## src/rtl/tcdm_amo_bank_adapter.sv

```systemverilog
// tcdm_amo_bank_adapter
//   Per-bank atomic adapter between a TCDM interconnect output port and one
//   SRAM bank. Plain reads and writes pass straight through to the SRAM. AMOs
//   are executed as a read in the grant cycle followed by a full-word
//   writeback in the next cycle, which stalls the grant for one cycle.
//   LR/SC uses a per-initiator reservation table. Every granted request gets
//   a response (in_rvalid_o) one cycle after its grant.
//
//   Optional feature macro: TCDM_AMO_LRSC_EN
//     defined   -> reservation table built, LR/SC fully supported
//     undefined -> no table, LR is a plain read, SC always fails (response 1)
//
// Ports
//   clk_i, rst_ni          clock, synchronous active-low reset
//   in_req_i / in_gnt_o    interconnect request / grant
//   in_add_i, in_wen_i     word address, 0 = write / 1 = read
//   in_wdata_i, in_be_i    write data or AMO operand, byte enables
//   in_atop_i              [5] atomic valid, [4:0] RISC-V funct5
//   in_id_i                initiator ID
//   in_rdata_o, in_rvalid_o response data and valid
//   out_req_o .. out_be_o  SRAM request, address, write enable, data, strobes
//   out_rdata_i            SRAM read data, valid one cycle after the request
module tcdm_amo_bank_adapter #(
  parameter int unsigned DataWidth    = 32,
  parameter int unsigned AddrMemWidth = 11,
  parameter int unsigned NumMasters   = 16,
  parameter int unsigned IdWidth      = $clog2(NumMasters),
  parameter int unsigned BeWidth      = DataWidth / 8
) (
  input  logic                    clk_i,
  input  logic                    rst_ni,
  input  logic                    in_req_i,
  output logic                    in_gnt_o,
  input  logic [AddrMemWidth-1:0] in_add_i,
  input  logic                    in_wen_i,
  input  logic [DataWidth-1:0]    in_wdata_i,
  input  logic [BeWidth-1:0]      in_be_i,
  input  logic [5:0]              in_atop_i,
  input  logic [IdWidth-1:0]      in_id_i,
  output logic [DataWidth-1:0]    in_rdata_o,
  output logic                    in_rvalid_o,
  output logic                    out_req_o,
  output logic [AddrMemWidth-1:0] out_add_o,
  output logic                    out_wen_o,
  output logic [DataWidth-1:0]    out_wdata_o,
  output logic [BeWidth-1:0]      out_be_o,
  input  logic [DataWidth-1:0]    out_rdata_i
);

  localparam logic [4:0] AmoAdd  = 5'b00000;
  localparam logic [4:0] AmoSwap = 5'b00001;
  localparam logic [4:0] AmoLr   = 5'b00010;
  localparam logic [4:0] AmoSc   = 5'b00011;
  localparam logic [4:0] AmoXor  = 5'b00100;
  localparam logic [4:0] AmoOr   = 5'b01000;
  localparam logic [4:0] AmoAnd  = 5'b01100;
  localparam logic [4:0] AmoMin  = 5'b10000;
  localparam logic [4:0] AmoMax  = 5'b10100;
  localparam logic [4:0] AmoMinu = 5'b11000;
  localparam logic [4:0] AmoMaxu = 5'b11100;

  typedef enum logic {IDLE, AMO_WB} state_e;

  state_e                  state;
  logic [AddrMemWidth-1:0] amo_addr;
  logic [DataWidth-1:0]    amo_operand;
  logic [4:0]              amo_op;
  logic [DataWidth-1:0]    amo_result;
  logic                    rvalid_q;
  logic                    sc_resp;
  logic                    sc_fail;
  logic                    grant;
  logic                    is_amo;
  logic                    is_lr;
  logic                    is_sc;
  logic                    sc_ok;
  logic [4:0]              funct;

  assign funct    = in_atop_i[4:0];
  assign in_gnt_o = rst_ni && (state == IDLE);
  assign grant    = in_req_i && in_gnt_o;

  // Undefined funct5 codes fall through as plain accesses.
  always_comb begin
    is_amo = 1'b0;
    is_lr  = 1'b0;
    is_sc  = 1'b0;
    if (in_atop_i[5]) begin
      case (funct)
        AmoAdd, AmoSwap, AmoXor, AmoOr, AmoAnd,
        AmoMin, AmoMax, AmoMinu, AmoMaxu: is_amo = 1'b1;
        AmoLr:   is_lr = 1'b1;
        AmoSc:   is_sc = 1'b1;
        default: is_amo = 1'b0;
      endcase
    end
  end

  always_comb begin
    case (amo_op)
      AmoAdd:  amo_result = out_rdata_i + amo_operand;
      AmoXor:  amo_result = out_rdata_i ^ amo_operand;
      AmoOr:   amo_result = out_rdata_i | amo_operand;
      AmoAnd:  amo_result = out_rdata_i & amo_operand;
      AmoMin:  amo_result = ($signed(out_rdata_i) < $signed(amo_operand)) ? out_rdata_i : amo_operand;
      AmoMax:  amo_result = ($signed(out_rdata_i) > $signed(amo_operand)) ? out_rdata_i : amo_operand;
      AmoMinu: amo_result = (out_rdata_i < amo_operand) ? out_rdata_i : amo_operand;
      AmoMaxu: amo_result = (out_rdata_i > amo_operand) ? out_rdata_i : amo_operand;
      default: amo_result = amo_operand;
    endcase
  end

  // The writeback is squashed combinationally when reset is asserted during
  // AMO_WB so the pending write never reaches the SRAM.
  always_comb begin
    out_req_o   = 1'b0;
    out_add_o   = in_add_i;
    out_wen_o   = 1'b1;
    out_wdata_o = in_wdata_i;
    out_be_o    = in_be_i;
    if (state == AMO_WB) begin
      out_req_o   = rst_ni;
      out_add_o   = amo_addr;
      out_wen_o   = ~rst_ni;
      out_wdata_o = amo_result;
      out_be_o    = '1;
    end else if (grant) begin
      if (is_amo || is_lr) begin
        out_req_o = 1'b1;
        out_wen_o = 1'b1;
      end else if (is_sc) begin
        out_req_o = sc_ok;
        out_wen_o = ~sc_ok;
      end else begin
        out_req_o = 1'b1;
        out_wen_o = in_wen_i;
      end
    end
  end

  assign in_rvalid_o = rvalid_q && rst_ni;
  assign in_rdata_o  = !in_rvalid_o ? '0 :
                       sc_resp      ? DataWidth'(sc_fail) : out_rdata_i;

  always_ff @(posedge clk_i) begin
    if (!rst_ni) begin
      state       <= IDLE;
      rvalid_q    <= 1'b0;
      sc_resp     <= 1'b0;
      sc_fail     <= 1'b0;
      amo_addr    <= '0;
      amo_operand <= '0;
      amo_op      <= '0;
    end else begin
      rvalid_q <= grant;
      sc_resp  <= grant && is_sc;
      sc_fail  <= ~sc_ok;
      case (state)
        IDLE: begin
          if (grant && is_amo) begin
            state       <= AMO_WB;
            amo_addr    <= in_add_i;
            amo_operand <= in_wdata_i;
            amo_op      <= funct;
          end
        end
        AMO_WB:  state <= IDLE;
        default: state <= IDLE;
      endcase
    end
  end

`ifdef TCDM_AMO_LRSC_EN
  logic [NumMasters-1:0]   res_valid;
  logic [AddrMemWidth-1:0] res_addr [NumMasters];
  logic                    wr_commit;

  assign sc_ok     = res_valid[in_id_i] && (res_addr[in_id_i] == in_add_i);
  assign wr_commit = out_req_o && !out_wen_o;

  // Any committed write kills matching reservations first; the LR/SC update
  // of the requester's own entry is applied afterwards and takes priority.
  always_ff @(posedge clk_i) begin
    if (!rst_ni) begin
      res_valid <= '0;
    end else begin
      for (int i = 0; i < int'(NumMasters); i++) begin
        if (wr_commit && res_valid[i] && (res_addr[i] == out_add_o)) begin
          res_valid[i] <= 1'b0;
        end
      end
      if (grant && is_lr) begin
        res_valid[in_id_i] <= 1'b1;
        res_addr[in_id_i]  <= in_add_i;
      end else if (grant && is_sc) begin
        res_valid[in_id_i] <= 1'b0;
      end
    end
  end
`else
  assign sc_ok = 1'b0;

`ifndef SYNTHESIS
  logic sc_warned;

  always_ff @(posedge clk_i) begin
    if (!rst_ni) begin
      sc_warned <= 1'b0;
    end else if (grant && is_sc && !sc_warned) begin
      sc_warned <= 1'b1;
      $warning("tcdm_amo_bank_adapter: SC from id %0d without LR/SC support, returning 1", in_id_i);
    end
  end
`endif
`endif

`ifndef SYNTHESIS
  always_ff @(posedge clk_i) begin
    if (rst_ni && grant && in_atop_i[5] && !(is_amo || is_lr || is_sc)) begin
      $error("tcdm_amo_bank_adapter: undefined atomic funct5 0x%02h treated as plain access", funct);
    end
  end
`endif

endmodule

```

## config.mk

```make
export PLATFORM = sky130hd
export DESIGN_NAME = tcdm_amo_bank_adapter
export DESIGN_NICKNAME = d
export VERILOG_FILES = /design/src/rtl/tcdm_amo_bank_adapter.sv
export SDC_FILE = /design/constraint.sdc
export NUM_CORES = 1
export LEC_CHECK = 0
export CAP_MARGIN = 20
export CORE_ASPECT_RATIO = 1.25
export CORE_MARGIN = 8
export CORE_UTILIZATION = 52
export DETAILED_ROUTE_END_ITERATION = 10
export PLACE_DENSITY = 0.84
export SETUP_SLACK_MARGIN = 0.05
export SLEW_MARGIN = 20
export SYNTH_ARGS = -nofsm -noshare
export SYNTH_HDL_FRONTEND = slang
export SYNTH_SLANG_ARGS = --single-unit
```

## constraint.sdc

```tcl
create_clock -name clk_i -period 4.6 [get_ports clk_i]
set_input_delay 0.46 -clock clk_i [delete_from_list [all_inputs] [get_ports clk_i]]
set_output_delay 0.46 -clock clk_i [all_outputs]
set_load 0.01 [all_outputs]
```

==> flow_summary.yaml <==
route:
  dr.pass1.iters: 6
  wirelength_mm: 32.9
  wl_met3_mm: 2.34
  m1WireLength_mm: 12.3
  wl_met2_mm: 16.7
  drcViolationCount: 0
  drtAntennaViolNets: 0
  via_count: 9670
  drtIter0Drc: 825
  wire_per_inst_um: 21.1
  via_per_inst: 6.21
  highest-signal-layer: "met4"
logic_synthesis:
  yosys_warnings: 0
  synth-edff-count: 0
  synth-main-ff-cell: "dfxtp_1"
  synth_area_um2: 7630
  yosysUniqueCellTypes: 73
  synth.avg_cell_area_um2: 6.88
  synthArstFlopShare: 0
  synthCells: 1109
  synth_nets: 1299
  synth_seq_cells: 52
  ys_seq_area_frac: 0.136
place:
  pre_cts_ws_ps: -213
  hpwl_mm: 24.7
  place_congestion: 0.988
  postPlaceCellArea_um2: 10500
  io_buffers: 171
  dpl.cell_count: 1539
run:
  drv_cap: 0
outcome:
  outcome: "finished clean"
grt:
  grt_pass1_vias: 9583
  grtUsageTotal: 0.329
  grt_overflow_total: 0
  grt_start_max_net_pins: 47
  antenna_found_initial: 0
  grt_pass1_wl_mm: 50.3
finish:
  regArea_um2: 1040
  nets: 1568
  design_area_um2: 10900
  multi_input_area_um2: 6080
  fillerInstances: 1136
  drive_above_1_share: 0.180
  antennaDiodeCount: 0
  area_delta_synth_final_pct: 42.8
  finalNonFillerCells: 1557
floorplanning:
  io_pins: 176
  core_area_um2: 14400
  die_h_um: 151
  dieArea_um2: 18800
  start_util: 0.530
  rows: 49
  die_w_um: 124
clock_network:
  cts-htree-levels: 2
  cts_tree: "done"
  cts.clk_slew.worst_paths_ps: 80
  numCtsBuffers: 5
  clk-insertion-delay-late_ps: 310
  clock_path_buffers: 2
  cts.sinks: 52
  cts-root-buf: "clkbuf_16"
timing:
  period_minus_slack_ps: 4530
  setup_slack_ps: 70.2
  slew_violations: 0
  rsz0062_at_grt: "yes"
  finalHoldViolCount: 0
  skew_ps: 9.95
  finalSetupViolations: 0
  finalCritPeriodShare: 0.985
  max_freq_mhz: 221
  tightest_slew_ps: 1090
  maxSlewHeadroom: 0.269
pwr:
  power-per-cell-area_nw_per_um2: 145
  worst_ir_drop_vdd_uv: 141
  leakagePower_uw: 0.00471
worst_setup_path:
  endpoint_kind: "primary output"
  worstSetupStartpointType: "primary input"
  cp_max_fo: 5
  critPathKind: "in2out"
  worstPathRequired_ps: 4140
  critPathArrivalTime_ps: 4070
worst_hold_path:
  hold_class: "reg2reg"
-- layout make-up --
cell class / instances / share of cell area
Multi-Input combinational cell: 890 / 0.558
Timing Repair Buffer: 343 / 0.282
Sequential cell: 52 / 0.0956
Inverter: 86 / 0.0296
Tap cell: 178 / 0.0204
Clock buffer: 5 / 0.0115
Clock inverter: 3 / 0.00230
-- state kept, by name, summed over array words and instances (netlist names) --
register and count:
amo_addr 11, amo_op 5, amo_operand 32, rvalid_q 1, sc_fail 1, sc_resp 1
state 1
-- critical path: stages --
cell and delay, ps:
clkdlybuf4s50_1 470, inv_1 60, ha_1 360, nor4_2 300
buf_4 170, nand4_1 170, inv_1 130, o31ai_2 70
buf_4 150, and2_1 150, o21a_1 200, buf_4 170
buf_4 140, mux2i_1 140, nor4_1 80, nor3_1 240
clkdlybuf4s50_1 600
-- kinds of logic after synthesis --
family / share of synthesized area
AO/OA/AOI/OAI: 0.325
XOR/XNOR: 0.0229
buffers and inverters: 0.0929
AND/OR/NAND/NOR: 0.233
multiplexers: 0.0297
adder cells (fa/ha/maj): 0.160
flip-flops: 0.136
-- cells in the final DEF (no fill, tap or decap), types with 11 or more instances in the layout --
master,instances
a221o_1,15
a221oi_1,16
clkdlybuf4s50_1,140
dlymetal6s2s_1,23
nand3_1,18
nor3_1,46
mux2_2,13
nand2_1,157
buf_4,170
ha_1,92
xnor2_1,12
nor2b_1,12
o22ai_1,18
dfxtp_1,51
a21o_1,11
a21oi_1,90
a31oi_1,13
o211ai_1,19
o21ai_0,52
a21boi_0,46
inv_1,84
nor2_1,86
-- routing by layer --
metal  track usage  vias to the layer above
met1         0.349                     4571
met2         0.605                      491
met5             0                        -
met3        0.0550                      106
li1              -                     4502
met4         0.196                        0
-- synthesized netlist by cell type, types with 22 or more instances --
cell type | instances | area share
a21boi_0 | 46 | 0.045
a21oi_1 | 95 | 0.062
a221oi_1 | 22 | 0.025
clkbuf_1 | 54 | 0.027
dfxtp_1 | 52 | 0.14
ha_1 | 96 | 0.16
inv_1 | 84 | 0.041
nand2_1 | 157 | 0.077
nor2_1 | 87 | 0.043
nor3_1 | 47 | 0.031
o21ai_0 | 55 | 0.036
-- power by group --
group | internal [µW] | leakage (µW) | switching, µW
Sequential | 457 | 0.000421 | 10.5
Clock | 207 | 0.0000708 | 220
Combinational | 344 | 0.00422 | 338
Total | 1010 | 0.00471 | 568
-- path summary, 6_finish.rpt --
check,slack [ps],start,cells past startpoint,to
worst min-delay path,470,amo_addr[4],2,amo_addr[4]
worst max register to register,2350,state,8,amo_operand[2]
worst min register to register,470,amo_addr[4],2,amo_addr[4]
worst max-delay path,70,out_rdata_i[17],17,out_wdata_o[5]
-- metrics by stage --
step,utilization,hold WS [ps],power (µW),TNS [ps]
finish,0.757,467,1580,0
global route,0.757,488,1640,-128
CTS,0.745,472,1560,0
detailed placement,0.726,461,1120,-1870
global placement,0.726,453,1120,-572
floorplan,-,440,767,0
-- repair_timing --
item | CTS | global route
buffers inserted | 5 | 3
endpoints found under the setup margin | 30 | 28
gates cloned | 1 | 1
pin swaps | 4 | 5
resized for setup | 26 | 42
hold buffers | 0 | 0
Power figures use the tool's default switching activity.
